$ cat src/rtl/telemetry_pkt.sv
// Periodic telemetry packetiser: every period it snapshots NUM_CH channels and streams
// SYNC0, SYNC1, {HI, LO} per channel and a two's-complement checksum over a byte handshake.
module telemetry_pkt #(
  parameter int         NUM_CH   = 3,
  parameter int         CH_W     = 12,
  parameter int         PERIOD_W = 20,
  parameter logic [7:0] SYNC0    = 8'hAA,
  parameter logic [7:0] SYNC1    = 8'h55
) (
  input  logic                   clk,
  input  logic                   rst_n,
  input  logic                   en,
  input  logic [PERIOD_W-1:0]    period,
  input  logic [NUM_CH*CH_W-1:0] ch_data,
  input  logic                   tx_done,
  input  logic                   overrun_clr,
  output logic                   trmt,
  output logic [7:0]             tx_data,
  output logic                   busy,
  output logic                   overrun
);

  localparam int               IDX_W    = (NUM_CH > 1) ? $clog2(NUM_CH) : 1;
  localparam logic [IDX_W-1:0] LAST_IDX = IDX_W'(NUM_CH - 1);

  typedef enum logic [2:0] {
    ST_IDLE  = 3'd0,
    ST_SYNC0 = 3'd1,
    ST_SYNC1 = 3'd2,
    ST_HI    = 3'd3,
    ST_LO    = 3'd4,
    ST_CKSUM = 3'd5
  } state_t;

  function automatic logic [7:0] cksum_add(input logic [7:0] acc, input logic [7:0] data);
    return acc + data;
  endfunction

  // Negated running sum so that payload plus checksum sums to zero mod 256.
  function automatic logic [7:0] cksum_final(input logic [7:0] acc);
    return 8'd0 - acc;
  endfunction

  state_t                 state_r;
  logic [PERIOD_W-1:0]    cnt_r;
  logic [NUM_CH*CH_W-1:0] snap_r;
  logic [IDX_W-1:0]       idx_r;
  logic [7:0]             acc_r;
  logic [7:0]             tx_data_r;
  logic                   done_q_r;
  logic                   load_r;
  logic                   trmt_r;
  logic                   busy_r;
  logic                   overrun_r;

  logic                   wrap_s;
  logic                   done_rise_s;
  logic                   adv_s;
  logic [15:0]            ch16_s;
  logic [7:0]             byte_s;
  logic                   payload_s;

  // Period wrap and handshake edge qualification
  always_comb begin
    wrap_s = 1'b0;
    if (period <= PERIOD_W'(1)) begin
      wrap_s = 1'b1;
    end else begin
      wrap_s = (cnt_r >= (period - PERIOD_W'(1)));
    end
    done_rise_s = tx_done & ~done_q_r;
    // A completion seen while the byte is still being presented is not ours.
    adv_s = done_rise_s & ~trmt_r & ~load_r & (state_r != ST_IDLE);
  end

  // Selects the byte for the state just entered
  always_comb begin
    ch16_s             = 16'd0;
    ch16_s[CH_W-1:0]   = snap_r[int'(idx_r) * CH_W +: CH_W];
    byte_s             = 8'd0;
    payload_s          = 1'b0;
    case (state_r)
      ST_SYNC1: begin
        byte_s = SYNC1;
      end
      ST_HI: begin
        byte_s    = ch16_s[15:8];
        payload_s = 1'b1;
      end
      ST_LO: begin
        byte_s    = ch16_s[7:0];
        payload_s = 1'b1;
      end
      ST_CKSUM: begin
        byte_s = cksum_final(acc_r);
      end
      default: begin
        byte_s = SYNC0;
      end
    endcase
  end

  // Free-running period counter, tx_done edge register and sticky overrun
  always_ff @(posedge clk or negedge rst_n) begin
    if (!rst_n) begin
      cnt_r     <= {PERIOD_W{1'b0}};
      done_q_r  <= 1'b0;
      overrun_r <= 1'b0;
    end else begin
      done_q_r <= tx_done;
      if (wrap_s) begin
        cnt_r <= {PERIOD_W{1'b0}};
      end else begin
        cnt_r <= cnt_r + PERIOD_W'(1);
      end
      if (wrap_s && busy_r) begin
        overrun_r <= 1'b1;
      end else if (overrun_clr) begin
        overrun_r <= 1'b0;
      end
    end
  end

  // Packet FSM: launch, one-cycle gap after each completion, then present next byte
  always_ff @(posedge clk or negedge rst_n) begin
    if (!rst_n) begin
      state_r   <= ST_IDLE;
      snap_r    <= {(NUM_CH*CH_W){1'b0}};
      idx_r     <= {IDX_W{1'b0}};
      acc_r     <= 8'd0;
      tx_data_r <= 8'd0;
      load_r    <= 1'b0;
      trmt_r    <= 1'b0;
      busy_r    <= 1'b0;
    end else begin
      trmt_r <= 1'b0;
      case (state_r)
        ST_IDLE: begin
          if (wrap_s && en) begin
            snap_r    <= ch_data;
            idx_r     <= {IDX_W{1'b0}};
            acc_r     <= 8'd0;
            busy_r    <= 1'b1;
            trmt_r    <= 1'b1;
            tx_data_r <= SYNC0;
            state_r   <= ST_SYNC0;
          end
        end
        default: begin
          if (load_r) begin
            load_r    <= 1'b0;
            trmt_r    <= 1'b1;
            tx_data_r <= byte_s;
            if (payload_s) begin
              acc_r <= cksum_add(acc_r, byte_s);
            end
          end else if (adv_s) begin
            load_r <= 1'b1;
            case (state_r)
              ST_SYNC0: state_r <= ST_SYNC1;
              ST_SYNC1: state_r <= ST_HI;
              ST_HI:    state_r <= ST_LO;
              ST_LO: begin
                if (idx_r == LAST_IDX) begin
                  state_r <= ST_CKSUM;
                end else begin
                  idx_r   <= idx_r + IDX_W'(1);
                  state_r <= ST_HI;
                end
              end
              default: begin
                load_r  <= 1'b0;
                busy_r  <= 1'b0;
                state_r <= ST_IDLE;
              end
            endcase
          end
        end
      endcase
    end
  end

  assign trmt    = trmt_r;
  assign tx_data = tx_data_r;
  assign busy    = busy_r;
  assign overrun = overrun_r;

endmodule

$ cat config.mk
export PLATFORM = sky130hd
export DESIGN_NAME = telemetry_pkt
export DESIGN_NICKNAME = d
export VERILOG_FILES = /design/src/rtl/telemetry_pkt.sv
export SDC_FILE = /design/constraint.sdc
export NUM_CORES = 1
export LEC_CHECK = 0
export BUFFER_PORTS_ARGS = -buffer_cell sky130_fd_sc_hd__clkbuf_2
export CAP_MARGIN = 40
export CORE_UTILIZATION = 25
export CTS_CLUSTER_SIZE = 40
export DETAILED_ROUTE_END_ITERATION = 10
export GPL_TIMING_DRIVEN = 0
export HOLD_SLACK_MARGIN = 0.1
export PLACE_DENSITY = 0.42
export SYNTH_ARGS = -nofsm -noshare
export SYNTH_HDL_FRONTEND = slang
export SYNTH_SLANG_ARGS = --single-unit
$ cat constraint.sdc
create_clock -name clk -period 2.7 [get_ports clk]
set_input_delay 0.135 -clock clk [delete_from_list [all_inputs] [get_ports clk]]
set_output_delay 0.135 -clock clk [all_outputs]
set_load 0.01 [all_outputs]
Word-level counts from Yosys, hierarchy flattened
Index checks and enable logic that the tools add are counted.
- add/sub/neg operators: 5
- $mul: 1
- $lt $le $gt $ge: 2
- eq/ne operators: 10
- shift operators: 1
- mux-type cells: 36
- bitwise gates (word level): 7
- reductions and logical operators: 17
- operators by type and width (operator ; number):
    8-bit two-way mux ; 7
    36-bit by 7-bit indexed part select with 12-bit output ; 1
    8-bit case mux with 4 select lines ; 1
    20-bit by 1-bit adder with 20-bit output (second input constant) ; 1
    20-bit >= comparator ; 1
    20-bit by 1-bit less-or-equal comparator with 1-bit output (second input constant) ; 1
    20-bit two-way mux ; 1
    20-bit by 1-bit subtractor with 20-bit output (second input constant) ; 1
    1-bit two-way mux ; 15
    3-bit two-way mux ; 5
    2-bit two-way mux ; 6
    3-bit case mux with 4 select lines ; 1
    2-bit nonzero test ; 5
    8-bit adder ; 1
    1-bit by 8-bit subtractor with 8-bit output (first input constant) ; 1
    3-bit by 2-bit == test with 1-bit output (second input constant) ; 2
    3-bit == test (second input constant) ; 2
    2-bit by 1-bit inequality test with 1-bit output (second input constant) ; 3
    3-bit AND reduction ; 2
    5-bit AND reduction ; 1
    1-bit AND ; 4
    2-bit by 2-bit multiplier with 4-bit output (second input constant) ; 1
    2-bit AND reduction ; 2
    4-bit AND reduction ; 1
    other kinds (10) ; 13
- register bits after elaboration: 82
- input port bits: 61
- output and inout bits: 11
- word-level logic and storage cells: 90

Logic depth before layout (Yosys ltp)
- depth after elaboration: 8
- mapped depth: 16
- depth with buffers taken out: 14

Worst setup path before layout
Ideal clock, no wire load.
- kind: input-to-reg
- start: input port period[5]
- end: register snap_r[0]
- setup time: 125 ps
- arrival: 2994 ps
- data required time: 2575 ps
- slack: -419 ps
- cell stages on the path: 13
- buffers on the path: 2
- path through: nor4_4 nand2_1 or2_2 nor4_1 xnor2_1 ha_1 nand4_2 nor4_4 a311oi_2 a31o_1 buf_6 buf_6 mux2_4
- word-level cells in the longest chain between the ends: 5
- elaborated cells between the ends (all ways): 6
- classes of those cells: 1 x add/sub; 2 x order compare; 1 x mux; 2 x reduce/logical
- ends and longest elaborated chain (element ; line ; RTL):
    from (decl) ; 13 ; input logic [PERIOD_W-1:0] period,
    20-bit by 1-bit subtractor with 20-bit output ; 69 ; wrap_s = (cnt_r >= (period - PERIOD_W'(1)));
    20-bit >= comparator ; 69 ;
    1-bit two-way mux (*) ; 66 ; if (period <= PERIOD_W'(1)) begin
    1-bit logical AND (*) ; 139 ; if (wrap_s && en) begin
    2-bit AND reduction (no source line) (*) ; - ;
    to (signal assigned) ; 128 ; snap_r <= {(NUM_CH*CH_W){1'b0}};
    to (signal assigned) ; 140 ; snap_r <= ch_data;
    to (decl) ; 46 ; logic [NUM_CH*CH_W-1:0] snap_r;
Mark *: on every way between the ends. The rest lies on a longest branch, timed or not.
A chain may end at the register's enable or synchronous reset.

Worst setup path in the final report
- start: input port period[5]
- end: register snap_r[25]
The elaborated chain is that of the path after synthesis.

==> metrics <==
chip width=about 150 um; initial antenna violation count=0; switching share of power=37.92%; Yosys cell types=60; Switch Pwr=2.210 mW; CTS Buf Count=9; failing checks=setup timing; Final Max Slew Viols=0; CTS max path bufs=2; number of cell rows=between 50 and 60; EDFF count, synth=0; Hold Path Origin=en; Area Growth Syn to Fin=47.30%; part of the power in combinational logic=roughly 47%; Synth area leaders=dfrtp_1, mux2_4, ha_1; YS warnings=0; root buf cell=clkbuf_16; Die Y=about 150 um; clock power share=between 20% and 30%; Flop pwr share=28.8%; Synth Register Bits=82; largest net degree at the start of global routing=between 40 and 50; setup ws final=-0.3928 ns; IR Drop Worst-Case VDD=387.9 uV; Reg-to-Reg Start=acc_r[0]$_DFFE_PN0P_; GRT overflow=0; # DRC=0; Final Hold Fails=0; first-pass GRT wire length=between 20,000 and 25,000 um; Placed Area=roughly 6000 um^2; top cells by count, synth=dfrtp_1, nand2_1, nor2_1; via density per instance=roughly 4.6; Final Setup Violations=55; Vias=4,353; Sink Count=slightly above 80; Worst setup SP type=primary input; min Tclk post-route=approximately 3.1 ns; Design Area, Final=7614 um^2; Antenna Cells=0; syn avg cell area=slightly above 10 um^2; Initial Utilization=between 20% and 30%; CTS tree=done; R2R Path End=acc_r[7]$_DFFE_PN0P_; Placer Congestion=0.8203; Mapped Cells=501; top-count cell post-synth=dfrtp_1; share of cells above drive strength 1=roughly 41%; FFs w/ async S/R, synth=between 90% and 100%; non-filler cells, final=941; vias in the first global route=around 4,600; cell leakage power=~3.5 nW; Design Power=just under 6 mW; syn nets=595; first-pass iteration count of the detailed router=4; Synth Cell Area=a little over 5000 um^2; r2r setup slk=-0.24 ns; area leader, netlist=dfrtp_1; Setup crit end kind=register; WP data required=2.93 ns; H-tree depth=3; RSZ-0062 raised after global routing=yes; I/O pin cnt=72; Min Hold Slack=about 0.27 ns; Worst Path Arrival=roughly 3.3 ns; die area=roughly 21,000 um^2; DR WL/cell=roughly 16 um; Pwr Density=765.5 nW/um^2; MaxCap Viol Count=0; Layout Nets=760; Final Core Density=between 30 and 40%; Tcrit/Tclk final=114.5%; Setup Skew=about 0.0079 ns; Critical Path End=snap_r[25]$_DFFE_PN0P_; sequential-to-total area share from yosys stat=between 30 and 40%; crit path max fanout=5; Core ar.=20,230 um^2; Initial DRC Count=between 100 and 150; antenna-violating nets left=0; Worst-Skew Late Latency=roughly 0.34 ns; Int Power=about 3.6 mW; r2r worst-path depth=13; Hold Crit Class=in -> reg; top cell type's share of synthesized area=39.70%; Worst Max-Slew Pin Slew=about 0.74 ns; Total GRT Usage=between 10% and 20%; aggregate routed wire length=approximately 15,000 um; WS Path Type=in -> reg; HPWL after detailed placement=between 10,000 and 15,000 um; Max-slew headroom=50.57%; ys flop type=dfrtp_1; Port Buffer Count=71; Worst-path clk slew=~0.060 ns; status=complete, but fails checks; Worst Setup SP=period[5]; achievable frequency=about 0.32 GHz; Placed Instances=844
-- stage by stage --
stage	setup WS (ns)	setup TNS (ns)
after floorplan	-0.1619	-6.415
after global placement	-0.8007	-50.37
after detailed placement	-0.8096	-53.73
after CTS	-0.3185	-12.77
after global routing	-0.5082	-21.77
final	-0.3928	-14.92
-- repair_timing --
| action | CTS | global route |
|---|---|---|
| endpoints found under the setup margin | 76 | 78 |
| setup buffers | 17 | 23 |
| gates cloned | 5 | 3 |
| hold buffers | 39 | 0 |
| hold endpoints to repair | 73 | 0 |
| pin swaps | 10 | 22 |
| gates resized for setup | 81 | 55 |
-- power groups by stage --
stage                     clock network [mW]  registers [mW]  logic [mW]
after floorplan                            0            1.64        1.39
after global placement                     0            1.67        1.95
after detailed placement                   0            1.67        1.99
after CTS                               1.43            1.67        2.36
after global routing                    1.49            1.71        3.04
final                                   1.40            1.68        2.75
-- sequential cells by signal (all words and copies together), names as in the netlist --
register,count
acc_r,8
tx_data,8
overrun,1
done_q_r,1
load_r,1
cnt_r,20
state_r,3
trmt,1
snap_r,36
idx_r,2
busy,1
-- cells by family (layout without fill, tap and decap cells) --
group | count (synthesis) | count (layout) | share of synthesized area, %
AO/OA/AOI/OAI | 88 | 88 | 11.35
XOR/XNOR | 41 | 41 | 6.948
adder cells (fa/ha/maj) | 33 | 33 | 8.134
buffers and inverters | 36 | 206 | 3.655
flip-flops | 82 | 82 | 39.70
multiplexers | 50 | 50 | 13.34
AND/OR/NAND/NOR | 171 | 171 | 16.87
-- critical path, cell delays in order --
cell and delay [ns]:
clkbuf_8 0.12, nor4_4 0.35, nand2_2 0.15, nor2_2 0.12, nand2_2 0.06, nor3_2 0.19, xnor2_1 0.11, ha_1 0.34
buf_6 0.12, nand4_4 0.10, nor4_4 0.33, a311oi_2 0.18, a31o_1 0.28, buf_6 0.17, buf_12 0.13, buf_16 0.13
mux2_4 0.29
-- worst min path at each step --
stage	endpoint	slack [ns]	cells after the start
after floorplan	acc_r[0]$_DFFE_PN0P_	-0.16	0
after global placement	done_q_r$_DFF_PN0_	0.26	1
after detailed placement	snap_r[24]$_DFFE_PN0P_	0.19	1
after CTS	state_r[0]$_DFFE_PN0P_	0.25	5
after global routing	state_r[0]$_DFFE_PN0P_	0.32	4
final	state_r[0]$_DFFE_PN0P_	0.27	5
-- cell usage in the layout, fill, tap and decap left out, drive strengths merged, types with 24 or more instances in the layout --
cell and n:
xor2 26, dfrtp 82, nand2 44, buf 59, ha 32, a21oi 24, dlygate4sd3 39, mux2 43
clkbuf 87, nor2 43
-- metal layers --
metal  up-vias  part of all wire [%]  GRT usage (%)
li1       2134                     -              -
met1      2133                    46          19.12
met2        68                    50          24.71
met3        18                   2.3          1.944
met4         0                   2.2          5.368
met5         -                     0              0
-- final cells by class --
type	instances	area, um^2
Sequential cell	82	2058
Multi-Input combinational cell	383	3347
Inverter	16	62.56
Clock inverter	5	85.08
Fill cell	2016	12620
Clock buffer	11	252.7
Tap cell	270	337.8
Buffer	18	186.4
Timing Repair Buffer	156	1284
Note: power is estimated with default switching activity, not from simulation.
